[config.mk]
export PLATFORM = sky130hd
export DESIGN_NAME = envelope_generator
export DESIGN_NICKNAME = d
export VERILOG_FILES = /design/src/rtl/envelope_generator.sv
export SDC_FILE = /design/constraint.sdc
export NUM_CORES = 1
export LEC_CHECK = 0
export CAP_MARGIN = 5
export CORE_ASPECT_RATIO = 1.1
export CORE_MARGIN = 3
export CORE_UTILIZATION = 53
export DETAILED_ROUTE_END_ITERATION = 8
export HOLD_SLACK_MARGIN = 0.12
export PLACE_DENSITY = 0.77
export SKIP_LAST_GASP = 1
export SYNTH_ARGS = -nofsm -noshare
export SYNTH_HDL_FRONTEND = slang
export SYNTH_SLANG_ARGS = --single-unit
export TNS_END_PERCENT = 10
[constraint.sdc]
create_clock -name clk -period 4.5 [get_ports clk]
set_input_delay 0.9 -clock clk [delete_from_list [all_inputs] [get_ports clk]]
set_output_delay 0.9 -clock clk [all_outputs]
set_load 0.02 [all_outputs]
[src/rtl/envelope_generator.sv]
// ADSR amplitude envelope for one tone-generator voice. A gate-driven state
// machine sweeps an 8-bit level, and the level scales the incoming waveform sample.
module envelope_generator #(
   parameter int DATA_BITS     = 12,
   parameter int BASE_DIV      = 4,
   parameter int PRESCALE_BITS = 20
) (
   input  logic                 clk,
   input  logic                 rst,
   input  logic                 gate,
   input  logic [3:0]           attack,
   input  logic [3:0]           decay,
   input  logic [3:0]           sustain,
   input  logic [3:0]           rel,
   input  logic [DATA_BITS-1:0] din,
   output logic [DATA_BITS-1:0] dout,
   output logic [7:0]           env_level,
   output logic [2:0]           env_state
);

   typedef enum logic [2:0] {
      IDLE    = 3'd0,
      ATTACK  = 3'd1,
      DECAY   = 3'd2,
      SUSTAIN = 3'd3,
      RELEASE = 3'd4
   } state_t;

   state_t                   state_q, state_d;
   logic [7:0]               level_q, level_d;
   logic [PRESCALE_BITS-1:0] count_q, count_d;
   logic [DATA_BITS-1:0]     dout_q, dout_d;
   logic                     gate_q;

   logic                     rise, fall, active, tick;
   logic [3:0]               rate;
   logic [PRESCALE_BITS-1:0] period_m1;
   logic [7:0]               target;
   logic [DATA_BITS+7:0]     product;

   assign rise   = gate & ~gate_q;
   assign fall   = ~gate & gate_q;
   // Nibble duplication is sustain*17, mapping code 0..15 onto 0..255.
   assign target = {sustain, sustain};

   always_comb begin
      rate   = attack;
      active = 1'b0;
      case (state_q)
         ATTACK:  begin rate = attack; active = 1'b1; end
         DECAY:   begin rate = decay;  active = 1'b1; end
         RELEASE: begin rate = rel;    active = 1'b1; end
         default: begin rate = attack; active = 1'b0; end
      endcase
   end

   assign period_m1 = (PRESCALE_BITS'(BASE_DIV) << rate) - PRESCALE_BITS'(1);
   // Greater-or-equal so that shortening the rate mid-count ticks right away.
   assign tick      = active && (count_q >= period_m1);

   always_comb begin
      state_d = state_q;
      level_d = level_q;
      if (!active || tick)
         count_d = '0;
      else
         count_d = count_q + PRESCALE_BITS'(1);

      if (rise) begin
         state_d = ATTACK;
         count_d = '0;
      end else if (fall && (state_q == ATTACK || state_q == DECAY || state_q == SUSTAIN)) begin
         state_d = RELEASE;
         count_d = '0;
      end else if (state_q == ATTACK && level_q == 8'd255) begin
         state_d = DECAY;
         count_d = '0;
      end else if (state_q == DECAY && level_q <= target) begin
         state_d = SUSTAIN;
         count_d = '0;
      end else if (state_q == RELEASE && level_q == 8'd0) begin
         state_d = IDLE;
         count_d = '0;
      end else if (tick) begin
         case (state_q)
            ATTACK:  if (level_q != 8'd255)  level_d = level_q + 8'd1;
            DECAY:   if (level_q > target)   level_d = level_q - 8'd1;
            RELEASE: if (level_q != 8'd0)    level_d = level_q - 8'd1;
            default: level_d = level_q;
         endcase
      end
   end

   assign product = {8'd0, din} * {{DATA_BITS{1'b0}}, level_q};
   assign dout_d  = DATA_BITS'(product >> 8);

   always_ff @(posedge clk or posedge rst) begin
      if (rst) begin
         state_q <= IDLE;
         level_q <= '0;
         count_q <= '0;
         dout_q  <= '0;
         gate_q  <= 1'b0;
      end else begin
         state_q <= state_d;
         level_q <= level_d;
         count_q <= count_d;
         dout_q  <= dout_d;
         gate_q  <= gate;
      end
   end

   assign dout      = dout_q;
   assign env_level = level_q;
   assign env_state = state_q;

endmodule

==> flow_summary_export.csv, run 1 <==
group,metric,value,unit
run_status,status,"complete, but fails checks",
run_status,violations,"setup timing",
clock_tree,cts_root_buffer,"clkbuf_16",
floorplan,dieHeight,116,um
global_routing,grt_max_degree,45,
sta,tightest_slew,0.903,ns
final_layout,nFillCells,804,
detailed_routing,viasPerCell,5.66,
placement,hpwl,11.6,mm
clock_tree,cts_made_buffers,5,
placement,placedCellCount,894,
global_routing,grt_pass1_wl,25.6,mm
final_layout,diodes,0,
global_routing,antenna_found_initial,0,
critical_path,worst-setup-path-type,"primary input to register",
global_routing,grt_usage,0.257,
synth,avgSynthCellArea,9.06,um^2
critical_path,critPathSlowestCell,"fa_1",
sta,finalSetupTns,-0.00566,ns
sta,grt_setup_unrepaired,"yes",
clock_tree,clkTransAtPathRegs,0.07,ns
critical_path,cp.required,4.70,ns
synth,synth_top_family_by_area,"adder cells",
floorplan,num_rows,39,
critical_path,slowest_delay,0.59,ns
clock_tree,cts_tree,"done",
synth,synth_edf_count,0,
critical_path,cpMostUsedCell,"fa_1",
job,cap_violations,0,
synth,synthAdderAreaFrac,0.357,
sta,period_minus_slack,4.51,ns
final_layout,fin_nets,930,
placement,gp_congestion,0.893,
synth,yosys.area_share.simple,0.199,
floorplan,core,10600,um^2
synth,synth_cells,646,
final_layout,finish.utilization,0.717,
synth,synth_compound_area_frac,0.118,
pwr,ir_drop,0.000135,V
sta,fmax,222,MHz
detailed_routing,wl,15.9,mm
critical_path,arrival,4.71,ns
sta,setup_viol,1,
critical_path,startpoint_type,"primary input",
sta,final_min_period_over_clock_period,1.00,
detailed_routing,firstDrtPassIters,5,
synth,yosysUniqueCellTypes,55,
final_layout,fin_cells,912,
final_layout,drive_gt1_frac,0.218,
clock_tree,clk_latency,0.29,ns
min_path,hold_path.class,"register to register",
global_routing,use_met1,0.317,
floorplan,start_util,0.553,
clock_tree,clkSinkCount,44,
synth,yosysWarnings,0,
synth,synthFlopType,"dfrtp_1",
detailed_routing,drcViolationCount,0,
detailed_routing,drt_iter0_drc,259,
clock_tree,htreeDepth,2,
sta,slew-limit-headroom,0.397,
pwr,powerDensity,204,nW/um^2
synth,synthXorXnorAreaFrac,0.0598,
critical_path,crit_fanout,3,
detailed_routing,postRouteAntennaNets,0,
floorplan,die_w,106,um
critical_path,cp_cell_sequence,"clkdlybuf4s15_1 > buf_6 > and2_4 > fa_1 > fa_1 > fa_1 > fa_2 > ha_4 > a2111o_1 > o31a_1 > a21oi_2 > xnor2_1",
synth,synthArstFlopShare,1.00,
sta,worst_clock_skew,0.00323,ns
pwr,total_power,0.00155,W
clock_tree,clockBufferDepth,2,
synth,synth_mux_area_frac,0.0133,
placement,place.port_buffers,53,
pwr,p_leak,3.73,nW
sta,slew_violations,0,
floorplan,io_pins,54,
floorplan,die-area,12300,um^2
detailed_routing,wl_per_cell,17.4,um
global_routing,overflow,0,
synth,ys_seq_elements,44,
synth,seq_area_frac_synth,0.188,
global_routing,busiest_layer,"met2",
critical_path,end_kind,"register",
sta,hold_violations,0,
final_layout,layout-area-overhead-vs-synth,29.6,%
global_routing,use_met2,0.452,
detailed_routing,via_count,5164,
global_routing,met3_usage,0.0464,
synth,syn_area,5850,um^2
global_routing,grt_pass1_vias,5478,
sta,fin_ws,-0.00566,ns
## cell usage after synthesis (3+ instances only)
master	instances	area share
inv_1	75	0.048
ha_1	71	0.15
nand2_1	62	0.040
fa_1	60	0.21
and2_1	53	0.057
dfrtp_1	44	0.19
nor2_1	38	0.024
a21oi_1	28	0.024
xor2_1	21	0.031
xnor2_1	19	0.028
nand3_1	16	0.014
nand4_1	16	0.017
o21ai_0	15	0.013
a21o_1	13	0.017
nor3_1	12	0.010
clkbuf_1	10	0.0064
nand2b_1	9	0.0096
and3_1	8	0.0085
buf_2	8	0.0068
mux2_2	6	0.012
nor2b_1	5	0.0053
o22a_1	4	0.0060
o31ai_1	4	0.0051
a32oi_1	3	0.0045
and4_1	3	0.0045
o211ai_1	3	0.0038
o21a_1	3	0.0038
## layer usage
| metal | routed length (um) | up-vias | part of all wire |
|---|---|---|---|
| met2 | 8060 | 167 | 0.51 |
| li1 | - | 2410 | - |
| met3 | 709 | 42 | 0.045 |
| met4 | 493 | 0 | 0.031 |
| met1 | 6620 | 2545 | 0.42 |
| met5 | 0 | - | 0 |
## registers in the layout (all words and copies together) (netlist names)
signal	cells
count_q	20
dout	12
env_level	8
env_state	3
gate_q	1
## area by class of cell
type                    instances  area (um^2)  share of cell area
well taps                     143          179              0.0236
flip-flops and latches         44         1100               0.145
clock inverters                 3         26.3             0.00346
multi-input cells             508         4730               0.624
inverters                      76          285              0.0376
clock buffers                   5          125              0.0165
repair buffers                133         1140               0.150
## layout by cell type (no fill, tap or decap), drive strengths merged, types with 29 or more instances in the layout
master / instances
nor2: 38
clkdlybuf4s50: 41
nand2: 62
a21oi: 29
ha: 71
fa: 60
buf: 87
and2: 53
dfrtp: 44
inv: 78
## final timing paths
path                                               start  cells after the start  slack [ns]                  endpoint
max in group asynchronous                            rst                      2        2.81  env_state[0]$_DFFE_PP0P_
worst min register to register      count_q[0]$_DFF_PP0_                      1        0.54      count_q[0]$_DFF_PP0_
worst max register to register  env_level[6]$_DFFE_PP0P_                     13        0.12         dout[5]$_DFF_PP0_
worst max-delay path                             din[10]                     12      -0.006         dout[8]$_DFF_PP0_
worst min-delay path                count_q[0]$_DFF_PP0_                      1        0.54      count_q[0]$_DFF_PP0_
min in group asynchronous                            rst                      2        1.12      count_q[3]$_DFF_PP0_
## timing repair
item | 4_1_cts | 5_1_grt
setup buffers | 4 | 6
gates resized for setup | 60 | 54
setup endpoints to repair | 40 | 38
pin swaps | 37 | 52
hold buffers | 0 | 0
## critical path, delay by kind of cell
kind                       cells  cell delay [ns]
and+or+nand+nor                1             0.13
AOI/OAI and AO/OA              3             0.93
xor gates and xnor gates       1             0.14
buffers and inverters          2             0.33
adders and majority gates      5             2.29
## report_power, final
group          switching (W)  internal, W  total (W)
registers          0.0000311     0.000422   0.000453
clock network       0.000169     0.000211   0.000380
logic               0.000373     0.000343   0.000717
## through the flow
step,instance area (um^2),setup WS (ns),hold slack [ns]
global placement,7050,-0.693,0.520
global route,7590,-0.104,0.581
CTS,7390,-0.0385,0.544
finish,7590,-0.00566,0.538
floorplan,5890,-0.0360,0.491
detailed placement,7050,-0.819,0.532
## cell families (layout without fill, tap and decap cells)
| group | after synthesis | in the layout |
|---|---|---|
| AOI/OAI and AO/OA | 98 | 98 |
| xor gates and xnor gates | 40 | 40 |
| adders and majority gates | 131 | 131 |
| buffers and inverters | 95 | 217 |
| DFF | 44 | 44 |
| muxes | 7 | 7 |
| other | 1 | 2 |
| and+or+nand+nor | 230 | 230 |
Power figures use the tool's default switching activity.
==> run 2, diff against run 1 <==
Settings changed: RECOVER_POWER set to 25.
==> run 2 against run 1 <==
Net effect: the flow finishes with violations (capacitance limit, slew limit, setup timing); power about the same; cell count unchanged; clock power about the same; combinational power about the same; critical endpoint unchanged; largest cell class unchanged.
==> flow_summary_export.csv, run 2 (synthesis gave the netlist of run 1 again) <==
group,metric,value,unit
run_status,status,"complete, but fails checks",
run_status,violations,"capacitance limit, slew limit, setup timing",
clock_tree,clk_latency,0.29,ns
critical_path,worst-setup-path-type,"primary input to register",
sta,tightest_slew,1.65,ns
sta,fin_ws,-0.00568,ns
detailed_routing,firstDrtPassIters,5,
critical_path,end_kind,"register",
floorplan,die_w,106,um
min_path,hold_path.class,"register to register",
sta,whs,0.538,ns
clock_tree,cts_root_buffer,"clkbuf_16",
detailed_routing,wl_per_cell,17.4,um
global_routing,overflow,0,
placement,place.port_buffers,53,
global_routing,antenna_found_initial,0,
final_layout,final_cell_mix,"buf_4, inv_1, nand2_1, ha_1, fa_1",
sta,setup_viol,1,
critical_path,slowest_delay,0.59,ns
job,cap_violations,1,
final_layout,finish.utilization,0.717,
global_routing,grt_pass1_wl,25.6,mm
detailed_routing,drt_iter0_drc,259,
pwr,ir_drop,0.000135,V
sta,final_min_period_over_clock_period,1.00,
clock_tree,cts_made_buffers,5,
final_layout,layout-area-overhead-vs-synth,29.6,%
detailed_routing,via_count,5171,
sta,worst_clock_skew,0.00321,ns
pwr,powerDensity,204,nW/um^2
floorplan,dieHeight,116,um
placement,gp_congestion,0.893,
detailed_routing,wl,15.9,mm
detailed_routing,viasPerCell,5.67,
sta,grt_setup_unrepaired,"yes",
placement,hpwl,11.6,mm
pwr,p_leak,3.73,nW
floorplan,start_util,0.553,
final_layout,fin_nets,930,
clock_tree,htreeDepth,2,
critical_path,cpMostUsedCell,"fa_1",
critical_path,cp_cell_sequence,"clkdlybuf4s15_1 > buf_6 > and2_4 > fa_1 > fa_1 > fa_1 > fa_2 > ha_4 > a2111o_1 > o31a_1 > a21oi_2 > xnor2_1",
sta,hold_violations,0,
clock_tree,clkTransAtPathRegs,0.07,ns
final_layout,largest_reg_flops,20,
floorplan,num_rows,39,
final_layout,regMostFlops,"count_q",
sta,slew_violations,45,
clock_tree,postCtsHoldBufs,0,
final_layout,nFillCells,804,
critical_path,arrival,4.71,ns
clock_tree,cts_tree,"done",
clock_tree,clkSinkCount,44,
global_routing,grt_pass1_vias,5478,
final_layout,drive_gt1_frac,0.217,
global_routing,grt_usage,0.257,
critical_path,cp.required,4.70,ns
global_routing,grt_max_degree,45,
critical_path,startpoint_type,"primary input",
sta,period_minus_slack,4.51,ns
final_layout,final_common_cell,"buf_4",
floorplan,io_pins,54,
sta,fmax,222,MHz
final_layout,diodes,0,
critical_path,critPathSlowestCell,"fa_1",
sta,slew-limit-headroom,-0.104,
critical_path,crit_fanout,3,
clock_tree,clockBufferDepth,2,
floorplan,die-area,12300,um^2
detailed_routing,drcViolationCount,0,
detailed_routing,postRouteAntennaNets,0,
floorplan,core,10600,um^2
[run 2: changes by cell type in the layout (fill, tap and decap cells not counted)]
cell,before,now
inv_1,70,71
clkdlybuf4s50_1,41,39
dlygate4sd3_1,0,2
inv_2,6,5
[run 2: worst max-delay path: cells and delay by family]
| kind | cells | cell delay [ns] |
|---|---|---|
| adder cells (fa/ha/maj) | 5 | 2.29 |
| AO/OA/AOI/OAI | 3 | 0.93 |
| buffers and inverters | 2 | 0.33 |
| XOR/XNOR | 1 | 0.14 |
| AND/OR/NAND/NOR | 1 | 0.13 |
[run 2: timing repair]
item | 4_1_cts | 5_1_grt
setup endpoints to repair | 40 | 38
pin swaps | 37 | 52
resized for setup | 60 | 54
endpoints found under the hold margin | 0 | 0
buffers inserted | 4 | 6
[run 2: metal layers]
layer  track usage  wire, um  share of wire
met4        0.0967       493          0.031
met3        0.0464       719          0.045
met5             0         0              0
met2         0.452      8060           0.51
met1         0.317      6610           0.42
[run 2: worst paths after layout]
check / from / cells past startpoint / slack, ns / endpoint
min reg2reg: count_q[0]$_DFF_PP0_ / 1 / 0.54 / count_q[0]$_DFF_PP0_
max in group asynchronous: rst / 2 / 1.97 / env_state[0]$_DFFE_PP0P_
max reg2reg: env_level[6]$_DFFE_PP0P_ / 13 / 0.12 / dout[5]$_DFF_PP0_
min in group asynchronous: rst / 2 / 1.56 / count_q[3]$_DFF_PP0_
max: din[10] / 12 / -0.006 / dout[8]$_DFF_PP0_
min: count_q[0]$_DFF_PP0_ / 1 / 0.54 / count_q[0]$_DFF_PP0_
[run 2: power breakdown]
part	leakage (nW)	total (W)	switching [W]	internal (W)
combinational	3.07	0.000716	0.000373	0.000343
clock	0.0748	0.000380	0.000169	0.000211
sequential	0.580	0.000453	0.0000311	0.000422
total	3.73	0.00155	0.000573	0.000976
[run 2: area by class of cell]
type | count | area, um^2 | share of cell area
Clock buffer | 5 | 125 | 0.0165
Tap cell | 143 | 179 | 0.0236
Clock inverter | 3 | 26.3 | 0.00346
Sequential cell | 44 | 1100 | 0.145
Timing Repair Buffer | 133 | 1140 | 0.150
Multi-Input combinational cell | 508 | 4730 | 0.624
Inverter | 76 | 285 | 0.0376
[run 2: per-stage QoR]
step / total power (W) / worst slack, ns / instance area, um^2 / setup TNS, ns / cells
6_report: 0.00155 / -0.00568 / 7590 / -0.00568 / 912
4_1_cts: 0.00148 / -0.0385 / 7390 / -0.176 / 906
3_5_place_dp: 0.00106 / -0.819 / 7050 / -19.12 / 894
5_1_grt: 0.00164 / -0.104 / 7590 / -1.35 / 912
2_1_floorplan: 0.000818 / -0.0360 / 5890 / -0.0600 / 647
3_3_place_gp: 0.00104 / -0.693 / 7050 / -13.28 / 894
==> run 3, diff against run 2 <==
--- a/config.mk
+++ b/config.mk
@@ -7,5 +7,4 @@
 export LEC_CHECK = 0
 export CAP_MARGIN = 5
-export CORE_ASPECT_RATIO = 1.1
 export CORE_MARGIN = 3
 export CORE_UTILIZATION = 53
==> constraint.sdc (replaced) <==
create_clock -name clk -period 4.5 [get_ports clk]
set_input_delay 0.9 -clock clk [delete_from_list [all_inputs] [get_ports clk]]
set_output_delay 0.9 -clock clk [all_outputs]
set_load 0.01 [all_outputs]
==> run 3 against run 2 <==
Net effect: the run ends with capacitance limit, slew limit left; global-route usage shrank 0.59 points; maximum frequency is 2.1% higher; critical path depth did not move; sequential power is essentially flat; sequential share of layout area rose by 0.27 points.
==> flow_summary_export.csv, run 3 (synthesis gave the netlist of run 1 again) <==
group,metric,value,unit
sta,slew-limit-headroom,-0.121,
pwr,powerDensity,187,nW/um^2
final_layout,final_common_cell,"buf_4",
final_layout,fin_cells,901,
clock_tree,clkSinkCount,44,
floorplan,io_pins,54,
sta,final_min_period_over_clock_period,0.981,
global_routing,grt_pass1_wl,25.9,mm
critical_path,arrival,4.64,ns
sta,setup_viol,0,
critical_path,end_kind,"register",
placement,place.port_buffers,53,
global_routing,grt_max_degree,45,
final_layout,final_cell_area,7450,um^2
sta,worst_clock_skew,0.0164,ns
detailed_routing,drcViolationCount,0,
final_layout,drive_gt1_frac,0.218,
critical_path,startpoint_type,"primary input",
critical_path,crit_fanout,3,
clock_tree,clockBufferDepth,2,
floorplan,core,10600,um^2
floorplan,dieHeight,111,um
min_path,holdCritStartpoint,"count_q[0]$_DFF_PP0_",
global_routing,grt_pass1_vias,5620,
critical_path,critical_path.top_delay_family,"adder cells",
placement,hpwl,11.7,mm
global_routing,grt_usage,0.251,
clock_tree,htreeDepth,2,
run_status,status,"complete, but fails checks",
critical_path,cp.depth,12,
final_layout,layout-area-overhead-vs-synth,27.3,%
critical_path,critPathSlowestCell,"fa_2",
placement,placed_cell_area,7010,um^2
final_layout,diodes,0,
pwr,p_leak,3.72,nW
job,cap_violations,1,
detailed_routing,via_count,5148,
floorplan,die-area,12300,um^2
placement,gp_congestion,0.904,
critical_path,slowest_delay,0.59,ns
detailed_routing,viasPerCell,5.71,
detailed_routing,wl,15.2,mm
final_layout,final_cell_mix,"buf_4, inv_1, ha_1, nand2_1, fa_1",
clock_tree,cts_made_buffers,5,
detailed_routing,postRouteAntennaNets,0,
final_layout,regMostFlops,"count_q",
min_path,hold_path.class,"register to register",
critical_path,rr_startpoint,"env_level[4]$_DFFE_PP0P_",
pwr,ir_drop,0.000118,V
global_routing,antenna_found_initial,0,
clock_tree,clk_latency,0.31,ns
detailed_routing,wl_per_cell,16.9,um
global_routing,overflow,0,
sta,hold_violations,0,
sta,tightest_slew,1.68,ns
clock_tree,cts_tree,"done",
clock_tree,clkTransAtPathRegs,0.07,ns
sta,fmax,227,MHz
critical_path,worst-setup-path-type,"primary input to register",
critical_path,worst-path-buf-inv,2,
detailed_routing,drt_iter0_drc,349,
sta,fin_ws,0.0861,ns
sta,slew_violations,45,
placement,post-place-ws,-0.805,ns
detailed_routing,firstDrtPassIters,5,
final_layout,largest_reg_flops,20,
critical_path,rrSetupSlack,0.20,ns
critical_path,r2r-end,"dout[8]$_DFF_PP0_",
critical_path,startpoint,"din[10]",
final_layout,fin_nets,926,
clock_tree,cts_root_buffer,"clkbuf_8",
critical_path,critical_path.endpoint,"dout[8]$_DFF_PP0_",
placement,placedCellCount,885,
critical_path,worstRegToRegCells,12,
sta,grt_setup_unrepaired,"yes",
critical_path,cp_cell_sequence,"clkdlybuf4s15_1 > buf_6 > and2_4 > fa_1 > fa_1 > fa_2 > fa_2 > ha_4 > a2111o_1 > o31a_1 > a21oi_2 > xnor2_1",
sta,period_minus_slack,4.41,ns
floorplan,num_rows,37,
floorplan,start_util,0.555,
pwr,total_power,0.00139,W
run_status,violations,"capacitance limit, slew limit",
critical_path,cp.required,4.72,ns
floorplan,die_w,111,um
==> run 3: final cells by class <==
| class | instances | area [um^2] |
|---|---|---|
| Timing Repair Buffer | 129 | 1090 |
| Fill cell | 769 | 3100 |
| Inverter | 76 | 285 |
| Clock buffer | 6 | 82.6 |
| Multi-Input combinational cell | 508 | 4720 |
| Sequential cell | 44 | 1100 |
| Clock inverter | 2 | 10.0 |
| Tap cell | 136 | 170 |
==> run 3: what timing repair did <==
item / CTS / global route
pin swaps: 35 / 56
endpoints found under the setup margin: 18 / 38
hold buffers: 0 / 0
setup buffers: 1 / 8
cloned: 0 / 0
resized for setup: 63 / 56
==> run 3: how the worst min path moves through the flow <==
stage / to / slack [ns] / cells past startpoint
after CTS: count_q[0]$_DFF_PP0_ / 0.56 / 1
after global routing: count_q[0]$_DFF_PP0_ / 0.58 / 1
after floorplan: count_q[0]$_DFF_PP0_ / 0.49 / 1
after detailed placement: count_q[19]$_DFF_PP0_ / 0.55 / 2
final: count_q[0]$_DFF_PP0_ / 0.55 / 1
after global placement: count_q[0]$_DFF_PP0_ / 0.53 / 1
==> run 3: power breakdown <==
part | internal, W | switching (W) | total, W
Sequential | 0.000422 | 0.0000302 | 0.000452
Clock | 0.000123 | 0.000137 | 0.000260
Combinational | 0.000329 | 0.000351 | 0.000679
==> run 3: stage by stage <==
stage,hold slack [ns],TNS (ns),util
6_report,0.554,0,0.706
5_1_grt,0.582,-0.293,0.706
4_1_cts,0.563,-0.0296,0.688
2_1_floorplan,0.491,-0.0599,-
3_5_place_dp,0.547,-15.71,0.665
3_3_place_gp,0.525,-9.92,0.665
==> run 3: routing by layer <==
| metal | vias to the layer above | wire, um | GRT usage |
|---|---|---|---|
| li1 | 2398 | - | - |
| met1 | 2558 | 6140 | 0.304 |
| met2 | 163 | 7950 | 0.466 |
| met3 | 29 | 802 | 0.0371 |
| met4 | 0 | 324 | 0.0657 |
| met5 | - | 0 | 0 |
==> variant (flow settings as in run 2) <==
Reset style: synchronous (`rst`), changed in one clocked block.
--- a/src/rtl/envelope_generator.sv
+++ b/src/rtl/envelope_generator.sv
@@ -94,7 +94,7 @@
    assign product = {8'd0, din} * {{DATA_BITS{1'b0}}, level_q};
    assign dout_d  = DATA_BITS'(product >> 8);
 
-   always_ff @(posedge clk or posedge rst) begin
+   always_ff @(posedge clk) begin
       if (rst) begin
          state_q <= IDLE;
          level_q <= '0;
Check against the original RTL: differs if rst is asserted again (counterexample within 4 cycles, from zero or initial values and one cycle with rst high); with rst held inactive, the same outputs for 10 cycles.
==> variant against run 2 <==
The flow finishes with violations (negative setup slack). Sequential cell count did not move. Area after synthesis fell by 4.7%. Count of clock-buffer cells in the layout did not move. Worst setup slack got worse by 3.0 ps. Design area fell by 6.8%. Sequential share of layout area fell by 2.1 points. Non-clock buffer count fell by 11. Maximum frequency barely moved. First-iteration DRC count fell by 15%. Wire length fell by 9.7%. Clock skew rose by 6.7 ps.
Power is not compared: it rests on default switching activity, and its combinational part moved more than twofold at a synthesized area within 25%.
==> variant: results (changes against run 2) <==
{| class="wikitable"
! Metric !! Value
|-
| Min-delay worst type || reg -> reg
|-
| Gr usage total || 23.79% (-1.9 points)
|-
| Slowest stage cell, crit path || fa_2
|-
| Post-route worst setup slack || -8.650 ps (-2.974 ps)
|-
| Vias in the first global route || 5011 (-8.5%)
|-
| Clock Tree Root || clkbuf_8
|-
| Setup slack of the worst register-to-register path || 70 ps (-50 ps)
|-
| Stage delay of the slowest cell on the critical path || 570 ps (-20 ps)
|-
| Violations in the final reports || negative setup slack
|-
| Initial DRC count || 220 (-15%)
|-
| Routability congestion estimate || 0.8565 (-4.1%)
|-
| Reg2Reg Depth || 13 (unchanged)
|-
| Min-delay src || count_q[0]
|-
| Share of synthesized flip-flops with an asynchronous set or reset || 0% (-100 points)
|-
| Netlist cell types || 52 (-5.5%)
|-
| Post-detailed-placement half-perimeter wirelength || 11.14 mm (-3.9%)
|-
| Flip-flop cell with the highest count after synthesis || dfxtp_1
|-
| Drt via density || 5.543 (-2.2%)
|-
| Hold path depth || 1 (unchanged)
|-
| Clock skew || 9.929 ps (+6.721 ps)
|-
| Leading post-synthesis cells by instance count || inv_1 (75), ha_1 (71), nand2_1 (65)
|-
| Capture endpoint of the worst hold path || count_q[0]
|-
| Placed instance area || 6739 um^2 (-4.4%)
|-
| Cell count after placement || 889 (-0.56%)
|-
| Post-Place Worst Slack || -957.5 ps (-138.0 ps)
|-
| Global-route wire length before repair || 23.15 mm (-9.7%)
|-
| Fin Setup TNS || -17.25 ps (-11.58 ps)
|-
| Dominant cells by area after synthesis || fa_1 (22%), ha_1 (16%), dfxtp_1 (16%)
|-
| Leakage power figure || 3.390 nW
|-
| Result of the run || finished, violations left
|-
| Count of inserted antenna diode cells || 0 (unchanged)
|-
| Clock-pin slew of the registers on the worst-case setup and hold paths || 100 ps (+30 ps)
|-
| Number of standard cells after synthesis || 651 (+0.77%)
|-
| Maximum number of pins on one net before global-route repair || 26 (-42%)
|-
| First-pass detailed-route iteration total || 4 (-1)
|-
| Highest net fanout along the worst path || 4 (+1)
|-
| Count of endpoints failing setup in the final report || 2 (+1)
|-
| Source of the critical timing path || din[1]
|-
| Fraction of layout instances using a drive strength above 1 || 18.17% (-3.5 points)
|-
| Count of buffers from port buffering || 53 (unchanged)
|-
| Layout Nets || 927 (-0.32%)
|-
| Total detailed-routing wirelength || 14.34 mm (-9.7%)
|-
| Post-synthesis sequential area ratio || 15.78% (-3.0 points)
|-
| Reg-to-reg startpoint || env_level[2]
|-
| Capture point of the worst reg-to-reg path || dout[10]
|-
| Clock latency of the later-clocked register in the worst-skew pair || 310 ps (+20 ps)
|-
| Final std cells w/o fill || 905 (-0.77%)
|}
-- variant: cell types whose count changed after synthesis, sizes merged, moves of 5 or more --
| cell | change |
|---|---|
| dfrtp | -44 |
| buf | -6 |
| clkbuf | +5 |
| mux2 | -6 |
| nand2b | -6 |
| dfxtp | +44 |
| o22ai | +7 |
| and3 | -6 |
| nor2 | +25 |
| nor3 | -6 |
| mux2i | +5 |
| a21oi | -5 |
-- variant: repair_timing --
action / 4_1_cts / 5_1_grt
hold buffers: 0 / 0
gates resized for setup: 69 / 35
cloned: 0 / 2
setup buffers: 1 / 6
pin swaps: 31 / 27
setup endpoints to repair: 12 / 36
-- variant: where the power goes --
part	switching [mW]	internal (mW)	total (mW)	leakage (nW)
Sequential	0.00306	0.391	0.394	0.355
Clock	0.151	0.106	0.257	0.0400
Combinational	0.0740	0.0691	0.143	2.99
Total	0.228	0.566	0.794	3.39
-- variant: cell families after synthesis --
group / after synthesis / share of synthesized area (%)
XOR/XNOR: 39 / 6.121
other: 1 / 0.06720
AO/OA/AOI/OAI: 94 / 11.44
adder cells (fa/ha/maj): 131 / 37.44
multiplexers: 6 / 1.076
AND/OR/NAND/NOR: 242 / 21.35
buffers and inverters: 94 / 6.726
flip-flops: 44 / 15.78
-- variant: metal layers --
metal | part of all wire (%) | vias up | global-route usage (%)
met1 | 40 | 2447 | 28.28
met3 | 4.0 | 21 | 2.716
met4 | 1.9 | 0 | 7.447
met2 | 54 | 144 | 44.99
li1 | - | 2404 | -
met5 | 0 | - | 0
-- variant: how the worst max path moves through the flow --
stage	end	slack, ps	cells after the start
after floorplan	dout[10]	-20	14
after detailed placement	dout[10]	-960	15
after CTS	dout[10]	-70	14
final	dout[1]	-9	16
after global routing	dout[5]	-180	19
after global placement	dout[10]	-830	15
-- variant: final cells by class --
class,instances,area [um^2]
multi-input cells,516,4599
fillers,813,3007
repair buffers,122,1051
flip-flops and latches,44,880.8
inverters,76,285.3
well taps,140,175.2
clock buffers,5,68.82
clock inverters,2,12.51
-- variant: through the flow --
| stage | hold WS, ps | total power [mW] |
|---|---|---|
| global placement | 466.2 | 0.5336 |
| global route | 540.3 | 0.8286 |
| finish | 492.4 | 0.7939 |
| floorplan | 441.2 | 0.4644 |
| detailed placement | 472.3 | 0.5383 |
| CTS | 493.3 | 0.7847 |
